[src/rtl/vga_timing_gen.sv]
// Raster timing generator: nested pixel/line counters advanced by a pixel-tick enable, with genlock resync.
// Every output is registered and derived from the next counter state, so levels always agree with o_x/o_y.
module vga_timing_gen #(
  parameter int H_VISIBLE  = 640,
  parameter int H_FRONT    = 16,
  parameter int H_SYNC     = 96,
  parameter int H_BACK     = 48,
  parameter int V_VISIBLE  = 480,
  parameter int V_FRONT    = 10,
  parameter int V_SYNC     = 2,
  parameter int V_BACK     = 33,
  parameter int H_SYNC_ACT = 0,
  parameter int V_SYNC_ACT = 0,
  parameter int X_BITS     = 10,
  parameter int Y_BITS     = 10
) (
  input  logic              clk,
  input  logic              i_rst_n,
  input  logic              i_px_clk,
  input  logic              i_resync,
  output logic              o_hsync,
  output logic              o_vsync,
  output logic              o_de,
  output logic              o_vblank,
  output logic [X_BITS-1:0] o_x,
  output logic [Y_BITS-1:0] o_y,
  output logic              o_line_start,
  output logic              o_frame_start
);

  localparam int H_TOTAL = H_VISIBLE + H_FRONT + H_SYNC + H_BACK;
  localparam int V_TOTAL = V_VISIBLE + V_FRONT + V_SYNC + V_BACK;

  localparam logic [X_BITS-1:0] X_LAST    = X_BITS'(H_TOTAL - 1);
  localparam logic [X_BITS-1:0] X_VIS     = X_BITS'(H_VISIBLE);
  localparam logic [X_BITS-1:0] X_SYNC_LO = X_BITS'(H_VISIBLE + H_FRONT);
  localparam logic [X_BITS-1:0] X_SYNC_HI = X_BITS'(H_VISIBLE + H_FRONT + H_SYNC);
  localparam logic [Y_BITS-1:0] Y_LAST    = Y_BITS'(V_TOTAL - 1);
  localparam logic [Y_BITS-1:0] Y_VIS     = Y_BITS'(V_VISIBLE);
  localparam logic [Y_BITS-1:0] Y_SYNC_LO = Y_BITS'(V_VISIBLE + V_FRONT);
  localparam logic [Y_BITS-1:0] Y_SYNC_HI = Y_BITS'(V_VISIBLE + V_FRONT + V_SYNC);
  localparam logic HS_ON = (H_SYNC_ACT != 0);
  localparam logic VS_ON = (V_SYNC_ACT != 0);

  logic [X_BITS-1:0] x_q, x_d;
  logic [Y_BITS-1:0] y_q, y_d;
  logic pend_q, pend_d;
  logic hsync_q, hsync_d;
  logic vsync_q, vsync_d;
  logic de_q, de_d;
  logic vblank_q, vblank_d;
  logic line_start_q, line_start_d;
  logic frame_start_q, frame_start_d;

  always_comb begin
    x_d    = x_q;
    y_d    = y_q;
    pend_d = pend_q | i_resync;
    if (i_px_clk) begin
      pend_d = 1'b0;
      // A resync landing on the natural wrap yields the same single (0,0) entry.
      if (i_resync || pend_q) begin
        x_d = '0;
        y_d = '0;
      end else if (x_q == X_LAST) begin
        x_d = '0;
        y_d = (y_q == Y_LAST) ? '0 : y_q + Y_BITS'(1);
      end else begin
        x_d = x_q + X_BITS'(1);
      end
    end

    line_start_d  = i_px_clk && (x_d == '0);
    frame_start_d = line_start_d && (y_d == '0);
    de_d          = (x_d < X_VIS) && (y_d < Y_VIS);
    vblank_d      = (y_d >= Y_VIS);
    hsync_d       = ((x_d >= X_SYNC_LO) && (x_d < X_SYNC_HI)) ? HS_ON : ~HS_ON;
    vsync_d       = ((y_d >= Y_SYNC_LO) && (y_d < Y_SYNC_HI)) ? VS_ON : ~VS_ON;
  end

  // Reset parks on the last pixel of the frame so the first tick enters (0,0) with both strobes.
  always_ff @(posedge clk or negedge i_rst_n) begin
    if (!i_rst_n) begin
      x_q           <= X_LAST;
      y_q           <= Y_LAST;
      pend_q        <= 1'b0;
      hsync_q       <= ~HS_ON;
      vsync_q       <= ~VS_ON;
      de_q          <= 1'b0;
      vblank_q      <= 1'b1;
      line_start_q  <= 1'b0;
      frame_start_q <= 1'b0;
    end else begin
      x_q           <= x_d;
      y_q           <= y_d;
      pend_q        <= pend_d;
      hsync_q       <= hsync_d;
      vsync_q       <= vsync_d;
      de_q          <= de_d;
      vblank_q      <= vblank_d;
      line_start_q  <= line_start_d;
      frame_start_q <= frame_start_d;
    end
  end

  assign o_x           = x_q;
  assign o_y           = y_q;
  assign o_hsync       = hsync_q;
  assign o_vsync       = vsync_q;
  assign o_de          = de_q;
  assign o_vblank      = vblank_q;
  assign o_line_start  = line_start_q;
  assign o_frame_start = frame_start_q;

endmodule

[config.mk]
export PLATFORM = sky130hd
export DESIGN_NAME = vga_timing_gen
export DESIGN_NICKNAME = d
export VERILOG_FILES = /design/src/rtl/vga_timing_gen.sv
export SDC_FILE = /design/constraint.sdc
export NUM_CORES = 1
export LEC_CHECK = 0
export ABC_AREA = 1
export ABC_CLOCK_PERIOD_IN_PS = 2500
export BUFFER_PORTS_ARGS = -buffer_cell sky130_fd_sc_hd__clkbuf_2
export CAP_MARGIN = 20
export CORE_MARGIN = 3
export CORE_UTILIZATION = 45
export DETAILED_ROUTE_END_ITERATION = 8
export PLACE_DENSITY = 0.66
export SLEW_MARGIN = 30
export SYNTH_ARGS = -nofsm -noshare
export SYNTH_HDL_FRONTEND = slang
export SYNTH_SLANG_ARGS = --single-unit
[constraint.sdc]
create_clock -name clk -period 2.5 [get_ports clk]
set_clock_uncertainty 0.05 [all_clocks]
set_input_delay 0.25 -clock clk [delete_from_list [all_inputs] [get_ports clk]]
set_output_delay 0.25 -clock clk [all_outputs]
set_load 0.02 [all_outputs]
-- Yosys cells after proc, flatten, opt, wreduce, memory -nomap -nowiden
Index checks and enable logic that the tools add are counted.
- flip-flop bits (word level): 27
- logic and storage cells: 39
- input bits: 4
- output and inout port bits: 26
- $add $sub $neg: 2
- bitwise logic cells: 1
- eq/ne operators: 2
- muxes and demuxes: 10
- reductions and logical operators: 8
- order comparisons: 7
- operator list (kind ; count):
    $mux 10 ; 7
    $add 10x1->10 const B ; 2
    $eq 10x10->1 const B ; 2
    $ge 10x9->1 const B ; 2
    $logic_not 10->1 ; 2
    $lt 10x10->1 const B ; 2
    $lt 10x9->1 const B ; 2
    $ge 10x10->1 const B ; 1
    $logic_and 1x1->1 ; 5
    $mux 1 ; 3
    $logic_or 1x1->1 ; 1
    $or 1x1->1 ; 1

-- Logic depth before layout (Yosys ltp)
- word-level depth: 8
- depth in mapped cells: 13
- depth with buffers taken out: 13

-- Least setup slack after synthesis
OpenSTA, ideal clock, no wires.
- path type: reg2reg
- start point: register x_q[0] (netlist: o_x[0])
- end point: register de_q (netlist: o_de)
- data arrival time: 1.799 ns
- library setup time: 0.121 ns
- data required time: 2.329 ns
- buffers on the path: 0
- cell stages (with the launch flop): 13
- period minus slack after synthesis: 1.970 ns
- setup slack: 0.530 ns
- path through: dfstp_2 ha_1 inv_1 nor2_4 nand3_4 nor2_1 nand3_1 nand2_1 nand3_1 nand2_1 inv_2 o21ai_2 nor2_1
- word-level cells in the longest chain between the ends: 6
- elaborated cells on any way between the ends: 11
- those cells by class: add/sub (1); order compare (2); eq/ne (1); mux (6); reduce/logical (1)
- RTL lines (what ; RTL line ; text):
    start: declaration ; 45 ; logic [X_BITS-1:0] x_q, x_d;
    start signal: assignment ; 84 ; x_q <= X_LAST;
    start signal: assignment ; 94 ; x_q <= x_d;
    $eq 10x10->1 ; 65 ; end else if (x_q == X_LAST) begin
    $mux 10 ; 65 ;
    $mux 10 ; 62 ; if (i_resync || pend_q) begin
    $mux 10 ; 59 ; if (i_px_clk) begin
    named net y_d[9] ; 46 ; logic [Y_BITS-1:0] y_q, y_d;
    $lt 10x9->1 ; 75 ; de_d = (x_d < X_VIS) && (y_d < Y_VIS);
    $logic_and 1x1->1 ; 75 ;
    named net de_d ; 50 ; logic de_q, de_d;
    end signal: assignment ; 89 ; de_q <= 1'b0;
    end signal: assignment ; 99 ; de_q <= de_d;
    end: declaration ; 50 ;
The timed path passes the listed nets, and every way through them passes these cells.

-- Worst setup path in the final report
- start point: register x_q[0] (netlist: o_x[0])
- end point: register frame_start_q (netlist: o_frame_start)
- word-level cells in the longest chain between the ends: 7
- elaborated cells on any way between the ends: 12
- those cells by class: add/sub (1); eq/ne (1); mux (6); reduce/logical (4)
- RTL lines (what ; RTL line ; text):
    $add 10x1->10 or $eq 10x10->1 (tied branches) ; 69, 65 ;
    $mux 10 ; 65 ;
    $mux 10 ; 62 ;
    $mux 10 (*) ; 59 ;
    $logic_not 10->1 (*) ; 73 ; line_start_d = i_px_clk && (x_d == '0);
    $logic_and 1x1->1 (*) ; 73 ;
    named net line_start_d ; 52 ; logic line_start_q, line_start_d;
    $logic_and 1x1->1 (*) ; 74 ; frame_start_d = line_start_d && (y_d == '0);
    named net frame_start_d ; 53 ; logic frame_start_q, frame_start_d;
    end signal: assignment ; 102 ; frame_start_q <= frame_start_d;
    end: declaration ; 53 ;
The timed path passes the listed nets; every way through them passes the cells marked *.

==> impl_metrics.json <==
{
  "status": "finished clean",
  "critical_path.most_common_cell": "nand2_1",
  "antenna_found_initial": 0,
  "nNetsFinal": 291,
  "clkLatencyLatePin_ps": 270,
  "period_needed_ps": 2180,
  "peakVddDrop_mv": 0.295,
  "wire_per_inst_um": 12.3,
  "die_h_um": 68.3,
  "ys_types": 28,
  "syn-num-nets": 258,
  "syn2layout_area_growth_pct": 14.3,
  "cts.htree.levels": 1,
  "drc": 0,
  "cts_setup_buffers": 0,
  "max-slew-margin-rel_pct": 55.9,
  "cp.depth": 13,
  "path_max_fanout": 10,
  "post_drt_via_cell_ratio": 4.97,
  "synth_xor_area_share_pct": 1.00,
  "fmaxAchievable_ghz": 0.459,
  "ant_nets": 0,
  "port_buffers": 29,
  "yosys.area_share.adder_pct": 2.15,
  "drv_slew": 0,
  "arrival_ps": 2340,
  "grt_max_degree": 28,
  "post-route-period-util_pct": 87.1,
  "powerDensity_mw_per_mm2": 390,
  "startpoint": "o_x[0]$_DFF_PN1_",
  "worst_path_max_delay_cell": "dfstp_2",
  "cpLargestDelayFamily": "simple AND/OR/NAND/NOR gates",
  "io_pins": 30,
  "cts_num_sinks": 27,
  "rsz0062_at_grt": "no",
  "ctsLongestPathBuffers": 2,
  "path_cells": "ha_1 -> inv_1 -> nor2_4 -> nand3_4 -> nand2_4 -> nand2_4 -> nand2_1 -> nand2_1 -> nor2_1 -> nand2_1 -> nor2_4 -> nand3_2 -> nor2_2",
  "cts-hold-fix-buffers": 1,
  "cts_resized": 0,
  "synth_common_cells": "72 x nand2_1, 39 x inv_1, 33 x nor2_1, 31 x nand3_1, 14 x dfrtp_1",
  "n_antenna_cell": 0,
  "netlist_area_mm2": 0.00175,
  "yosysWarnings": 0,
  "placed_area_mm2": 0.00194,
  "vias": 1646,
  "grt.total_usage_pct": 19.2,
  "power_mw": 0.780,
  "synth_top_area_cell": "dfrtp_1",
  "synth-seq-cells": 27,
  "syn_avg_cell_area_um2": 6.97,
  "ys.flop_type": "dfrtp_1",
  "core_mm2": 0.00372,
  "totalWireLength_mm": 4.07,
  "crit_end": "o_frame_start$_DFF_PN0_",
  "p_leak_nw": 1.09,
  "synth-simple-area-share_pct": 43.5,
  "max-cap-violations": 0,
  "die_area_mm2": 0.00467,
  "final_cells": 331,
  "async_reset_ff_share_pct": 100,
  "drt_iter0_drc": 98,
  "synth_compound_area_share_pct": 4.15,
  "synth_top_family_by_area": "simple AND/OR/NAND/NOR gates",
  "fin_ws_ps": 324,
  "dp_slack_ps": 334,
  "drt_first_pass_iters": 4,
  "root_buffer": "clkbuf_8",
  "hold_ws_ps": 203,
  "n_fill_cell": 388,
  "r2r-end": "o_frame_start$_DFF_PN0_",
  "yosysSeqAreaShare_pct": 39.6,
  "synthMuxAreaShare_pct": 0,
  "cpPeakStageDelay_ps": 610,
  "r2r_cells": 13,
  "grt_pass1_wl_mm": 6.67,
  "tightest_slew_ps": 662,
  "critPathKind": "reg2reg",
  "crit_path_end_kind": "flop",
  "gp_congestion": 0.850,
  "dp_cells": 326,
  "synth_top_area_share_pct": 20.0,
  "crit_buf_inv": 1,
  "cts_tree": "built",
  "cts_made_buffers": 3,
  "hold_violations": 0,
  "fin_setup_tns_ps": 0,
  "fin_util_pct": 53.8,
  "path_clk_slew_ps": 90,
  "setup_viol": 0,
  "synth_edf_count": 0,
  "start_util_pct": 47.1,
  "yosysMostFrequentCell": "nand2_1",
  "overflow": 0,
  "drive_above_1_share_pct": 23.0,
  "grt_pass1_vias": 1430,
  "hp-class": "in2reg",
  "final_cell_area_mm2": 0.00200,
  "fp.dieW_um": 68.3,
  "synth_area_leaders": "dfrtp_1 20%, dfstp_2 20%, nand2_1 15%",
  "rows": 22,
  "netlist_instances": 251,
  "ff2ff_setup_slack_ps": 320,
  "dp_hpwl_mm": 3.21,
  "start_kind": "flop",
  "regToRegStartpoint": "o_x[0]$_DFF_PN1_",
  "required_ps": 2660
}
where the power goes:
part | total, mW | internal [mW] | leakage, nW | switching (mW)
clock | 0.245 | 0.112 | 0.0255 | 0.134
combinational | 0.0769 | 0.0220 | 0.746 | 0.0549
sequential | 0.458 | 0.450 | 0.321 | 0.00849
registers in the layout, indices dropped and copies added, names as in the netlist:
| name | cells |
|---|---|
| pend_q | 1 |
| o_y | 10 |
| o_frame_start | 1 |
| o_x | 10 |
| o_vsync | 1 |
| o_line_start | 1 |
| o_hsync | 1 |
| o_de | 1 |
| o_vblank | 1 |
kinds of logic (layout without fill, tap and decap cells):
group	after synthesis	count (layout)
compound gates	12	12
xor+xnor	2	2
fa+ha+maj	3	3
buf+inv	44	76
flops	27	27
simple gates	163	163
cell usage in the layout (no fill, tap or decap), types with 4 or more instances in the layout:
master and instances:
nand4_1 6, nand2_1 72, o21ai_0 4, dfstp_2 13, nor2_1 33, inv_1 39, clkbuf_2 29, nor3_1 5
dfrtp_1 14, nand3_1 31
final cells by class:
cell class	count	area [um2]	share of cell area (%)
well taps	48	60.1	3.00
clock buffers	3	41.3	2.07
flip-flops and latches	27	692	34.6
repair buffers	30	155	7.76
clock inverters	1	5.00	0.250
inverters	42	158	7.88
multi-input cells	180	888	44.4
how the worst min path moves through the flow:
stage / start / end / slack (ps) / cells past startpoint
6_report: i_resync / pend_q$_DFF_PN0_ / 200 / 3
5_1_grt: i_resync / pend_q$_DFF_PN0_ / 210 / 3
4_1_cts: i_resync / pend_q$_DFF_PN0_ / 200 / 3
3_5_place_dp: i_rst_n / o_y[7]$_DFF_PN0_ / 260 / 1
3_3_place_gp: i_rst_n / o_y[5]$_DFF_PN0_ / 260 / 1
2_1_floorplan: i_rst_n / o_de$_DFF_PN0_ / -100 / 0
worst register-to-register path, cell delays in order, from the launching register on:
cell     delay (ps)
dfstp_2         610
ha_1            260
inv_1            90
nor2_4          130
nand3_4         140
nand2_4         110
nand2_4          80
nand2_1         110
nand2_1          60
nor2_1          110
nand2_1         100
nor2_4          110
nand3_2          70
nor2_2           80
routing by layer:
metal	wire (um)	vias to the layer above	share of wire (%)	GRT usage (%)
met5	0	-	0	0
met4	55	0	1.4	3.47
met3	212	6	5.2	4.43
met2	1860	49	46	30.2
met1	1950	737	48	27.1
li1	-	854	-	-
Power figures use the tool's default switching activity.
